File: src/rtl/muldiv_seq.sv
// muldiv_seq: multi-cycle RV32M multiply/divide sequencer that sits beside the
// EX-stage ALU. It accepts one M-extension op from ID/EX, then runs either an
// iterative shift-add multiply or a restoring divide at one bit per cycle. While
// the op runs it holds the pipeline with stall, and it returns the result and
// destination register for EX/MEM capture.
//
// Build option: define MULDIV_DIV_EN to include the divider. When it is not
// defined, no divider logic is built: every func3[2]=1 op completes in one cycle
// with result 0, and rdOut is still driven.
//
// Ports
//   clk     in   1     rising-edge clock
//   rst     in   1     asynchronous, active-high reset
//   start   in   1     ID/EX holds a valid M-op this cycle
//   func3   in   3     MUL/MULH/MULHSU/MULHU/DIV/DIVU/REM/REMU
//   opA     in   XLEN  rs1 value (post-forwarding)
//   opB     in   XLEN  rs2 value (post-forwarding)
//   rdIn    in   5     destination register
//   flush   in   1     kill of the op in EX
//   stall   out  1     freeze IF/ID/EX registers
//   busy    out  1     sequencer iterating
//   done    out  1     one-cycle pulse, result/rdOut valid
//   result  out  XLEN  final result (held until the next completion)
//   rdOut   out  5     destination register of the completed op
module muldiv_seq #(
  parameter int unsigned XLEN  = 32,
  parameter int unsigned CNT_W = 6
) (
  input  logic            clk,
  input  logic            rst,
  input  logic            start,
  input  logic [2:0]      func3,
  input  logic [XLEN-1:0] opA,
  input  logic [XLEN-1:0] opB,
  input  logic [4:0]      rdIn,
  input  logic            flush,
  output logic            stall,
  output logic            busy,
  output logic            done,
  output logic [XLEN-1:0] result,
  output logic [4:0]      rdOut
);

  typedef enum logic [1:0] {
    S_IDLE = 2'd0,
    S_BUSY = 2'd1,
    S_DONE = 2'd2
  } state_t;

  state_t              r_state;
  logic                r_busy;
  logic                r_done;
  logic [2:0]          r_func3;
  logic [4:0]          r_rd;
  logic [XLEN-1:0]     r_mag_b;
  logic [2*XLEN-1:0]   r_acc;     // {hi, lo}: product, or {remainder, dividend/quotient}
  logic                r_neg;     // negate the final value
  logic [CNT_W-1:0]    r_cnt;
  logic [XLEN-1:0]     r_result;
  logic [4:0]          r_rd_out;

  // ---------------- operand conditioning at launch ----------------
  logic            w_a_signed;
  logic            w_b_signed;
  logic            w_sa;
  logic            w_sb;
  logic [XLEN-1:0] w_mag_a;
  logic [XLEN-1:0] w_mag_b;
  logic            w_neg;
  logic            w_launch;
  logic            w_special;
  logic [XLEN-1:0] w_special_res;

  always_comb begin
    w_a_signed = (func3 == 3'b001) || (func3 == 3'b010) ||
                 (func3 == 3'b100) || (func3 == 3'b110);
    w_b_signed = (func3 == 3'b001) || (func3 == 3'b100) || (func3 == 3'b110);
    w_sa       = w_a_signed & opA[XLEN-1];
    w_sb       = w_b_signed & opB[XLEN-1];
    w_mag_a    = w_sa ? (~opA + 1'b1) : opA;
    w_mag_b    = w_sb ? (~opB + 1'b1) : opB;
    // REM takes the dividend's sign; DIV and the high multiplies take sA^sB.
    if (func3[2] && func3[1]) w_neg = w_sa;
    else                      w_neg = w_sa ^ w_sb;
    w_launch   = (r_state == S_IDLE) && start && !flush;
  end

`ifdef MULDIV_DIV_EN
  logic w_div_zero;
  logic w_div_ovf;

  always_comb begin
    w_div_zero    = (opB == '0);
    w_div_ovf     = !func3[0] && (opA == {1'b1, {(XLEN-1){1'b0}}}) && (opB == '1);
    w_special     = func3[2] && (w_div_zero || w_div_ovf);
    w_special_res = '0;
    if (w_div_zero)   w_special_res = func3[1] ? opA : '1;
    else if (!func3[1]) w_special_res = opA;  // DIV overflow returns the dividend
  end
`else
  always_comb begin
    w_special     = func3[2];
    w_special_res = '0;
  end
`endif

  // ---------------- one iteration step ----------------
  logic [XLEN:0]      w_mul_sum;
  logic [2*XLEN-1:0]  w_mul_next;
  logic [2*XLEN-1:0]  w_acc_next;
  logic [2*XLEN-1:0]  w_prod;
  logic [XLEN-1:0]    w_mul_res;
  logic [XLEN-1:0]    w_final;

  always_comb begin
    w_mul_sum  = {1'b0, r_acc[2*XLEN-1:XLEN]} + (r_acc[0] ? {1'b0, r_mag_b} : '0);
    w_mul_next = {w_mul_sum, r_acc[XLEN-1:1]};
  end

`ifdef MULDIV_DIV_EN
  logic [XLEN:0]      w_div_shift;
  logic [XLEN:0]      w_div_diff;
  logic               w_div_ge;
  logic [XLEN-1:0]    w_div_rem;
  logic [2*XLEN-1:0]  w_div_next;
  logic [XLEN-1:0]    w_div_sel;

  // Remainder stays below the divisor, so {rem, next dividend bit} fits XLEN+1 bits.
  always_comb begin
    w_div_shift = {r_acc[2*XLEN-1:XLEN], r_acc[XLEN-1]};
    w_div_diff  = w_div_shift - {1'b0, r_mag_b};
    w_div_ge    = (w_div_shift >= {1'b0, r_mag_b});
    w_div_rem   = w_div_ge ? w_div_diff[XLEN-1:0] : w_div_shift[XLEN-1:0];
    w_div_next  = {w_div_rem, r_acc[XLEN-2:0], w_div_ge};
    w_acc_next  = r_func3[2] ? w_div_next : w_mul_next;
    w_div_sel   = r_func3[1] ? w_acc_next[2*XLEN-1:XLEN] : w_acc_next[XLEN-1:0];
  end
`else
  always_comb begin
    w_acc_next = w_mul_next;
  end
`endif

  always_comb begin
    w_prod    = r_neg ? (~w_acc_next + 1'b1) : w_acc_next;
    w_mul_res = (r_func3[1:0] == 2'b00) ? w_prod[XLEN-1:0] : w_prod[2*XLEN-1:XLEN];
`ifdef MULDIV_DIV_EN
    w_final   = r_func3[2] ? (r_neg ? (~w_div_sel + 1'b1) : w_div_sel) : w_mul_res;
`else
    w_final   = r_func3[2] ? '0 : w_mul_res;
`endif
  end

  // ---------------- sequencer ----------------
  always_ff @(posedge clk or posedge rst) begin
    if (rst) begin
      r_state  <= S_IDLE;
      r_busy   <= 1'b0;
      r_done   <= 1'b0;
      r_func3  <= '0;
      r_rd     <= '0;
      r_mag_b  <= '0;
      r_acc    <= '0;
      r_neg    <= 1'b0;
      r_cnt    <= '0;
      r_result <= '0;
      r_rd_out <= '0;
    end else begin
      case (r_state)
        S_IDLE: begin
          r_done <= 1'b0;
          if (w_launch) begin
            r_func3 <= func3;
            r_rd    <= rdIn;
            if (w_special) begin
              r_state  <= S_DONE;
              r_done   <= 1'b1;
              r_result <= w_special_res;
              r_rd_out <= rdIn;
            end else begin
              r_state <= S_BUSY;
              r_busy  <= 1'b1;
              r_acc   <= {{XLEN{1'b0}}, w_mag_a};
              r_mag_b <= w_mag_b;
              r_neg   <= w_neg;
              r_cnt   <= '0;
            end
          end
        end
        S_BUSY: begin
          if (flush) begin
            r_state <= S_IDLE;
            r_busy  <= 1'b0;
          end else begin
            r_acc <= w_acc_next;
            r_cnt <= r_cnt + 1'b1;
            // Final iteration: the result is taken from the step's next value,
            // so DONE follows the XLEN-th BUSY cycle directly.
            if (r_cnt == CNT_W'(XLEN - 1)) begin
              r_state  <= S_DONE;
              r_busy   <= 1'b0;
              r_done   <= 1'b1;
              r_result <= w_final;
              r_rd_out <= r_rd;
            end
          end
        end
        S_DONE: begin
          r_state <= S_IDLE;
          r_done  <= 1'b0;
        end
        default: begin
          r_state <= S_IDLE;
          r_busy  <= 1'b0;
          r_done  <= 1'b0;
        end
      endcase
    end
  end

  // Launch term is combinational so the pipeline freezes in the start cycle;
  // reset forces it low so every output is 0 while rst is asserted.
  always_comb begin
    stall = !rst && (((r_state == S_IDLE) && start && !flush) || r_busy);
  end

  assign busy   = r_busy;
  assign done   = r_done;
  assign result = r_result;
  assign rdOut  = r_rd_out;

endmodule
File: config.mk
export PLATFORM = sky130hd
export DESIGN_NAME = muldiv_seq
export DESIGN_NICKNAME = d
export VERILOG_FILES = /design/src/rtl/muldiv_seq.sv
export SDC_FILE = /design/constraint.sdc
export NUM_CORES = 1
export LEC_CHECK = 0
export CORE_ASPECT_RATIO = 0.6
export CORE_MARGIN = 4
export CORE_UTILIZATION = 63
export DETAILED_ROUTE_END_ITERATION = 8
export HOLD_SLACK_MARGIN = 0.06
export PLACE_DENSITY = 0.87
export SLEW_MARGIN = 15
export SYNTH_ARGS = -nofsm -noshare
export SYNTH_HDL_FRONTEND = slang
export SYNTH_SLANG_ARGS = --single-unit
File: constraint.sdc
create_clock -name clk -period 14.7 [get_ports clk]
set_clock_uncertainty 0.05 [all_clocks]
set_input_delay 3.675 -clock clk [delete_from_list [all_inputs] [get_ports clk]]
set_output_delay 3.675 -clock clk [all_outputs]
set_load 0.03 [all_outputs]
==> flow_metrics.py <==
metrics = {
    "outcome": {
        "status": "finished, final reports clean",
    },
    "drt": {
        "wl_met1_mm": 13.8,
        "detailroute.wirelength.met3_mm": 3.23,
        "wl_mm": 31.8,
        "ant_nets": 0,
        "viasPerCell": 6.47,
        "wl_met2_mm": 14.1,
        "firstDrtPassIters": 5,
        "num_vias": 10900,
        "drt_iter0_drc": 1411,
        "top_layer": "met4",
        "wire_per_inst_um": 18.9,
        "drc": 0,
    },
    "critical_path": {
        "worstSetupPathType": "input port to output pin",
        "cp_max_fo": 4,
        "crit_path_end_kind": "output pin",
        "startpoint_type": "input port",
        "cp.arrival_ns": 5.33,
        "worst-endpoint-required_ns": 10.97,
        "r2r-end": "result[30]$_DFFE_PP0P_",
        "r2r_setup_slack_ns": 9.63,
        "ff2ff_path_depth": 13,
        "reg2reg_from": "r_acc[0]$_DFFE_PP0P_",
    },
    "worst_hold_path": {
        "hp-class": "flip-flop to flip-flop",
        "whs_endpoint": "r_mag_b[18]$_DFFE_PP0P_",
        "hold-path-cell-count": 2,
        "min_from": "r_mag_b[18]$_DFFE_PP0P_",
    },
    "global_routing": {
        "overflow": 0,
        "track_usage_pct": 31.5,
        "antenna_found_initial": 0,
        "grt_pass1_wl_mm": 52.2,
        "grt_max_degree": 85,
        "grt_pass1_vias": 10400,
    },
    "timing": {
        "max_freq_mhz": 110,
        "min_period_over_period_pct": 61.6,
        "whs_ns": 0.423,
        "relSlewSlack_pct": 38.2,
        "drv_slew": 0,
        "worst_pin_slew_ns": 0.928,
        "finalHoldViolCount": 0,
        "fin_setup_tns_ns": 0,
        "period_needed_ns": 9.06,
        "rsz0062_at_grt": "no",
        "setup_viol": 0,
    },
    "cts": {
        "htree_num_levels": 4,
        "clk_latency_ns": 0.45,
        "cts_num_sinks": 152,
        "clock_tree.root_cell": "clkbuf_16",
        "cts_buffers": 17,
        "post_cts_resized": 0,
        "post_cts_buffers": 0,
        "hold_buffers": 0,
        "clock_path_buffers": 2,
        "path_clk_slew_ns": 0.06,
        "cts_tree": "done",
    },
    "synth": {
        "synth-async-reset-ratio_pct": 100,
        "synth_top_cell_area_share_pct": 34.1,
        "ys_seq_area_share_pct": 34.1,
        "netlist_top_cells_count": "216 x nand2_1, 152 x dfrtp_1, 138 x o21ai_0",
        "synth_top_area_cell": "dfrtp_1",
        "synth_cell_types": 75,
        "synth.avg_cell_area_um2": 8.14,
        "netlist_area_mm2": 0.0112,
        "yosysWarningCount": 0,
        "synth_top_cells_by_area": "dfrtp_1 34%, nand2_1 7.3%, o21ai_0 6.2%, xnor2_1 6.1%, xor2_1 5.3%",
        "synthFlopType": "dfrtp_1",
        "synth.most_common_cell": "nand2_1",
        "synth_edf_count": 0,
        "synth-seq-cells": 152,
        "syn_inst": 1371,
        "syn_nets": 1484,
    },
    "run": {
        "maxCapViolCount": 0,
    },
    "floorplanning": {
        "die_w_um": 180,
        "fp.coreArea_mm2": 0.0173,
        "initial_core_util_pct": 64.6,
        "dieArea_mm2": 0.0200,
        "die_h_um": 111,
        "pin_count": 116,
        "rows": 37,
    },
    "layout": {
        "area_delta_synth_final_pct": 17.1,
        "diodes": 0,
        "n_fill_cell": 1270,
        "utilization_pct": 75.6,
        "drive_above_1_share_pct": 5.38,
        "fin_area_mm2": 0.0131,
        "nNetsFinal": 1551,
    },
    "power_and_ir_drop": {
        "pwr-share-seq_pct": 34.0,
        "switching_share_pct": 39.8,
        "comb_power_share_pct": 39.2,
        "switchingPower_uw": 700,
        "power.density_mw_per_mm2": 135,
        "pwr-share-clk_pct": 26.8,
        "leakagePower_uw": 0.00556,
        "p_int_uw": 1060,
        "vdd_drop_max_uv": 93.9,
    },
    "place": {
        "finalWeightedCongestion": 0.946,
        "hpwl_mm": 22.8,
        "place_area_mm2": 0.0124,
        "portBuffers": 115,
    },
}
## cells by family (layout without fill, tap and decap cells)
family	Yosys count	count (layout)	share of synthesized area, %
adders and majority gates	37	37	4.22
buffers and inverters	103	183	3.58
and+or+nand+nor	512	512	22.3
muxes	21	21	2.01
xor gates and xnor gates	145	145	11.4
DFF	152	152	34.1
AOI/OAI and AO/OA	401	401	22.4
## cell type report
class	instances	area [um^2]	area share [%]
Tap cell	234	293	2.24
Sequential cell	152	3800	29.1
Timing Repair Buffer	129	1260	9.62
Multi-Input combinational cell	1116	7000	53.6
Clock buffer	20	457	3.50
Clock inverter	12	164	1.25
Inverter	22	87.6	0.671
## sequential cells by signal, summed over array words and instances, names as in the netlist
register  cells
busy          1
done          1
r_acc        64
r_cnt         6
r_func3       3
r_mag_b      32
r_neg         1
r_rd          5
r_state       2
rdOut         5
result       32
## cells in the final DEF, fill, tap and decap left out, types with 25 or more instances in the layout
cell and n:
clkdlybuf4s50_1 115, a21oi_1 71, ha_1 36, a31oi_1 27
o31ai_1 25, nand2_1 216, o21ai_1 26, xor2_1 67
nor2_1 83, o21ai_0 138, xnor2_1 78, and2_1 40
nand3_1 36, dfrtp_1 152
## routing by layer
layer / GRT usage, % / vias up
met1: 45.0 / 5203
li1: - / 5045
met2: 48.3 / 574
met3: 7.61 / 76
met4: 8.37 / 0
met5: 0 / -
## worst max path at each step
stage / depth (start not counted) / slack [ns] / from / endpoint
floorplan: 4 / 6.10 / flush / stall
global placement: 5 / 5.73 / flush / stall
detailed placement: 5 / 5.62 / flush / stall
CTS: 5 / 5.62 / flush / stall
finish: 5 / 5.64 / flush / stall
global route: 5 / 5.57 / flush / stall
## power by group through the flow
stage	sequential [uW]	combinational [uW]	clock [uW]
floorplan	590	484	0
global placement	593	650	0
detailed placement	599	671	0
CTS	594	679	471
global route	610	754	491
finish	598	689	472
## per-stage QoR
stage	std cells	total power (uW)	setup WS [ns]
3_3_place_gp	1653	1240	5.73
4_1_cts	1685	1750	5.62
3_5_place_dp	1653	1270	5.62
5_1_grt	1685	1860	5.57
2_1_floorplan	1371	1070	6.10
6_report	1685	1760	5.64
## worst max-delay path, cell delays in order
cell	delay, ns
clkdlybuf4s50_1	0.48
nor4b_2	0.33
nor2_1	0.07
nor2_1	0.10
clkdlybuf4s50_1	0.68
Note: power is estimated with default switching activity, not from simulation.
